File: src/rtl/fetch_stage.sv
// Instruction-fetch front end: owns the PC, runs a one-outstanding request/response
// handshake with the instruction memory, and presents one fetch at a time to IF/ID.
module fetch_stage #(
  parameter logic [15:0] RESET_PC = 16'h0000,
  parameter logic [15:0] NOP_INSN = 16'h0800
) (
  input  logic        clk,
  input  logic        rst,
  output logic [15:0] inst_mem_addr,
  output logic        inst_mem_rd,
  input  logic        inst_mem_stall,
  input  logic        inst_mem_done,
  input  logic [15:0] inst_mem_rdata,
  input  logic        inst_mem_err,
  input  logic        stall,
  input  logic        redirect,
  input  logic [15:0] redirect_pc,
  input  logic        halt_ID,
  output logic [15:0] instruction,
  output logic [15:0] pcAdd2,
  output logic        inst_mem_err_out,
  output logic        fetch_valid,
  output logic        halted
);

  typedef enum logic [2:0] {
    S_REQ,
    S_WAIT,
    S_DRAIN,
    S_VALID,
    S_HALTED
  } state_t;

  state_t      state_q, state_d;
  logic [15:0] pc_q, pc_d;
  logic [15:0] ibuf_q, ibuf_d;
  logic [15:0] ipc2_q, ipc2_d;
  logic        ebuf_q, ebuf_d;

  assign inst_mem_addr = pc_q;

  always_comb begin
    state_d          = state_q;
    pc_d             = pc_q;
    ibuf_d           = ibuf_q;
    ipc2_d           = ipc2_q;
    ebuf_d           = ebuf_q;
    inst_mem_rd      = 1'b0;
    fetch_valid      = 1'b0;
    instruction      = NOP_INSN;
    inst_mem_err_out = 1'b0;
    pcAdd2           = ipc2_q;
    halted           = 1'b0;

    case (state_q)
      S_REQ: begin
        if (redirect) begin
          pc_d = redirect_pc;
        end else if (halt_ID) begin
          state_d = S_HALTED;
        end else begin
          inst_mem_rd = 1'b1;
          if (!inst_mem_stall) state_d = S_WAIT;
        end
      end

      S_WAIT: begin
        if (inst_mem_done) begin
          if (redirect) begin
            pc_d    = redirect_pc;
            state_d = S_REQ;
          end else begin
            ibuf_d  = inst_mem_rdata;
            ebuf_d  = inst_mem_err;
            ipc2_d  = pc_q + 16'd2;
            pc_d    = pc_q + 16'd2;
            state_d = S_VALID;
          end
        end else if (redirect) begin
          pc_d    = redirect_pc;
          state_d = S_DRAIN;
        end
      end

      // The request in flight belongs to the old path; its response is dropped.
      S_DRAIN: begin
        if (redirect) pc_d = redirect_pc;
        if (inst_mem_done) state_d = S_REQ;
      end

      S_VALID: begin
        fetch_valid      = 1'b1;
        instruction      = ibuf_q;
        inst_mem_err_out = ebuf_q;
        if (redirect) begin
          pc_d    = redirect_pc;
          state_d = S_REQ;
        end else if (!stall) begin
          state_d = (halt_ID || ebuf_q) ? S_HALTED : S_REQ;
        end
      end

      S_HALTED: begin
        halted = 1'b1;
      end

      default: begin
        state_d = S_REQ;
      end
    endcase

    // The reset cycle presents reset values even before the state register clears.
    if (rst) begin
      inst_mem_rd      = 1'b0;
      fetch_valid      = 1'b0;
      instruction      = NOP_INSN;
      inst_mem_err_out = 1'b0;
      pcAdd2           = 16'h0000;
      halted           = 1'b0;
    end
  end

  always_ff @(posedge clk) begin
    if (rst) begin
      state_q <= S_REQ;
      pc_q    <= RESET_PC;
      ibuf_q  <= NOP_INSN;
      ipc2_q  <= 16'h0000;
      ebuf_q  <= 1'b0;
    end else begin
      state_q <= state_d;
      pc_q    <= pc_d;
      ibuf_q  <= ibuf_d;
      ipc2_q  <= ipc2_d;
      ebuf_q  <= ebuf_d;
    end
  end

endmodule

File: config.mk
export PLATFORM = sky130hd
export DESIGN_NAME = fetch_stage
export DESIGN_NICKNAME = d
export VERILOG_FILES = /design/src/rtl/fetch_stage.sv
export SDC_FILE = /design/constraint.sdc
export NUM_CORES = 1
export LEC_CHECK = 0
export CAP_MARGIN = 20
export CORE_MARGIN = 4
export CORE_UTILIZATION = 50
export DETAILED_ROUTE_END_ITERATION = 7
export PLACE_DENSITY = 0.86
export SLEW_MARGIN = 20
export SYNTH_ARGS = -nofsm -noshare
export SYNTH_HDL_FRONTEND = slang
export SYNTH_SLANG_ARGS = --single-unit
File: constraint.sdc
create_clock -name clk -period 3.7 [get_ports clk]
set_input_delay 0.555 -clock clk [delete_from_list [all_inputs] [get_ports clk]]
set_output_delay 0.555 -clock clk [all_outputs]
set_load 0.01 [all_outputs]
[Yosys cells after proc, flatten, opt, wreduce, memory -nomap -nowiden]
Cells that the tools add are included.
Storage, ports and cells
  output and inout bits: 52
  bits in writable memories: 0
  word-level logic and storage cells: 51
  memories: 0
  bits in registers: 52
  bits in latches: 0
  memory bits (read-only): 0
Cells by class
  bitwise operators: 2
  reduce and logical (&&, ||, !) cells: 6
  magnitude comparators: 0
  equal/unequal tests: 9
  div/mod/pow operators: 0
  add/subtract/negate cells: 1
  muxes and demuxes: 28
  shifts and indexed selects: 0
  multiply operators: 0
Operator list (number)
  $mux W16: 6
  $pmux W16 S2: 1
  $mux W3: 9
  $add A16 B2 Y16 const B: 1
  $pmux W3 S5: 1
  $mux W1: 10
  $ne A3 B3 Y1 const B: 3
  $eq A3 B2 Y1 const B: 2
  $reduce_and A6 Y1: 1
  $ne A2 B2 Y1 const B: 2
  $eq A3 B1 Y1 const B: 1
  $eq A3 B3 Y1 const B: 1
  $logic_not A3 Y1: 1
  $reduce_and A3 Y1: 1
  $reduce_or A3 Y1: 1
  $mux W2: 1
  $not A1 Y1: 2
  $reduce_bool A2 Y1: 1
  $logic_or A1 B1 Y1: 1

[Depth between registers and ports, before layout]
  word-level depth: 5
  gate-level depth with buffers: 7
  depth with buffers taken out: 5

[Worst setup path after synthesis]
Ideal clock, no wire load.
  path type: input -> output
  from: input port rst
  to: output port instruction[10]
  data arrival time: 1.572 ns
  data required time: 3.145 ns
  cell stages on the path: 4
  slack: 1.573 ns
  cell sequence: clkbuf_1 -> and4bb_2 -> clkbuf_1 -> and2_1
Between the ends
  longest elaborated chain between the ends: 1
RTL lines
  start: declaration: RTL line 8  | input logic rst,
  $mux W16: RTL line 113  | if (rst) begin
  end: declaration: RTL line 19  | output logic [15:0] instruction,
No other way between the ends.

[Worst setup path after layout]
  from: register state_q[2]
  to: output port halted
Between the ends
  longest elaborated chain between the ends: 3
RTL lines
  start: declaration: RTL line 34  | state_t state_q, state_d;
  start signal: assignment: RTL line 131  | state_q <= state_d;
  $eq A3 B3 Y1: RTL line 55  | case (state_q)
  $mux W1: RTL line 55
  $mux W1: RTL line 113
  end: declaration: RTL line 23  | output logic halted
No other way between the ends.

==> run metrics <==
r2r endpoint inst_mem_addr[5]; Startpoint Class flop; Final Skew 11.4 ps; Post-synth EDFFs 0; Critical Path End Type output pin; final setup vio count 0; Final HPWL DP 5070 microns; utilization after layout 69.3%; cell area after synthesis 2840 sq um; top cell type's share of synthesized area around 37%; post-CTS sizing 0; DIE AREA 6940 sq um; slew margin rel. slightly below 50%; total CTS buffers 5; DRC Markers 0; minimum clock period 2910 ps; sum of buffers and inverters on the critical path 2; Crit path required time 3140 ps; Gate Count Post-Synth 346; vias in the first global route 2529; cell taking the most area after synthesis dfxtp_1; setup_tns 0 ps; CP max stage cell dfxtp_1; CP top delay family buffers and inverters; Slew Limit Fails 0; mean routed wirelength per cell ~15 microns; Die X 83.3 microns; Hold Buf Count CTS 0; Commonest cells post-synth 52 x dfxtp_1, 45 x nand2_1, 37 x a21oi_1; worst slew pin tran 767 ps; Crit Path Category reg2out; Final ANT Viol Nets 0; Max IR drop VDD 0.228 mV; Die H 83.3 microns; clk sinks 52; #FFs+latches synth 52; Initial Util 51.5%; CP max stage delay 750 ps; antenna violations before repair 0; FFs w/ async S/R, synth 0%; Static Leak 0.00136 uW; dpl ws ~900 ps; max-cap violations 0; HP Class reg2reg; CP max FO 15; Inst Count DP 486; count leader, synth dfxtp_1; hold wc startpoint ibuf_q[13]; Rows 27; main flop type after synthesis dfxtp_1; P per Cell Area 328 nW/um^2; GR Util All Layers about a fifth; initial drt markers 233; Pre-Repair DR Iteration Count 4; library cells used by synthesis 62; GRT overflow 0; # H-tree levels 2; max frequency around 340 MHz; RD Place Congestion 0.823; share of cells above drive strength 1 8.06%; clock buffer depth 2; Worst R2R Start state_q[2]; Reg clk slew, reported paths 90 ps; Reg2Reg Depth 4; Area contributors post-synth dfxtp_1 37%, a21oi_1 6.5%, nand2_1 6.0%; first-pass GRT wire length about 12000 microns; # IOs 92; Hold EP ibuf_q[13]; status complete, no violations; WHS Path Cells 2; post-route setup slack just under 800 ps; syn nets 387; Layout Cells excl Fill 494; period utilization 78.6%; largest net degree at the start of global routing 54; critical path cell sequence inv_1, nor4_1, clkdlybuf4s50_1; average size of a mapped cell 8.20 sq um; Core ar. 5510 sq um; WL final around 7200 microns; DR vias 2715; TritonCTS clock tree done; critical path data arrival time 2350 ps; sequential share of the synthesized area 36.7%; final hold viol count 0; R2R Setup Slk 1710 ps; PortBufs 91; synthesis-to-finish area growth 34.6%; nets 462; antenna fix cells 0; RSZ-0062 raised after global routing false; number of post-CTS setup repair buffers 0; vias per cell 5.50; CTS Root Cell clkbuf_8; Ys Warns 0; clk_lat worst skew 310 ps
==> routing by layer <==
layer  track usage [%]  up-vias  part of all wire, %
met5                 0        -                    0
met4              7.73        0                  1.9
met3              5.26       15                  7.1
met2              33.8       89                   48
met1              26.1     1248                   43
li1                  -     1363                    -
==> cell usage in the layout (no fill, tap or decap), types with 3 or more instances in the layout <==
cell             instances
nor4_1                   4
dfxtp_1                 52
nand2_1                 45
nor2b_1                 17
o21a_1                   3
and3_1                   4
xnor2_1                  9
nor2_1                  30
clkdlybuf4s50_1         90
a211oi_1                 9
buf_4                    3
o21ai_0                  7
o22ai_1                  4
a21o_1                   3
o221a_2                  3
and2_1                  16
nand3_1                  8
a311o_1                  3
nor3_1                  10
clkbuf_8                 5
inv_1                    9
a21oi_1                 37
==> worst register-to-register path: cells and delay by family (launching register included) <==
kind            cells  cell delay (ps)
compound gates      1              380
simple gates        3              750
flops               1              750
==> worst max-delay path by stage <==
stage,end,startpoint,slack [ps],cells past startpoint
detailed placement,inst_mem_rd,redirect,900,3
global placement,inst_mem_rd,redirect,930,3
finish,halted,state_q[2],790,3
floorplan,instruction[10],rst,1570,4
global route,halted,state_q[2],650,3
CTS,halted,state_q[2],800,3
==> area by class of cell <==
type                            instances  area, sq um
Clock buffer                            6         72.6
Clock inverter                          2         35.0
Fill cell                             454         1690
Inverter                                9         33.8
Multi-Input combinational cell        259         1620
Sequential cell                        52         1040
Tap cell                               72         90.1
Timing Repair Buffer                   94          928
==> metrics by stage <==
step           area [sq um]  power (uW)  hold WS, ps
2_1_floorplan          2840         774          432
3_3_place_gp           3710         871          437
3_5_place_dp           3710         877          443
4_1_cts                3820        1260          456
5_1_grt                3820        1310          472
6_report               3820        1250          453
==> where the power goes <==
part / internal (uW) / total [uW] / switching (uW)
combinational: 125 / 230 / 105
sequential: 586 / 636 / 49.9
clock: 201 / 386 / 185
total: 912 / 1250 / 339
==> logic make-up after synthesis <==
| kind of cell | synth area share (%) |
|---|---|
| adders and majority gates | 0.441 |
| DFF | 36.7 |
| and+or+nand+nor | 30.9 |
| muxes | 0.706 |
| AOI/OAI and AO/OA | 21.3 |
| xor gates and xnor gates | 3.40 |
| buffers and inverters | 6.48 |
==> flip-flops by register name, summed over array words and instances (netlist names) <==
signal / cells
ibuf_q: 16
inst_mem_addr: 16
state_q: 3
ebuf_q: 1
ipc2_q: 16
Power figures use the tool's default switching activity.
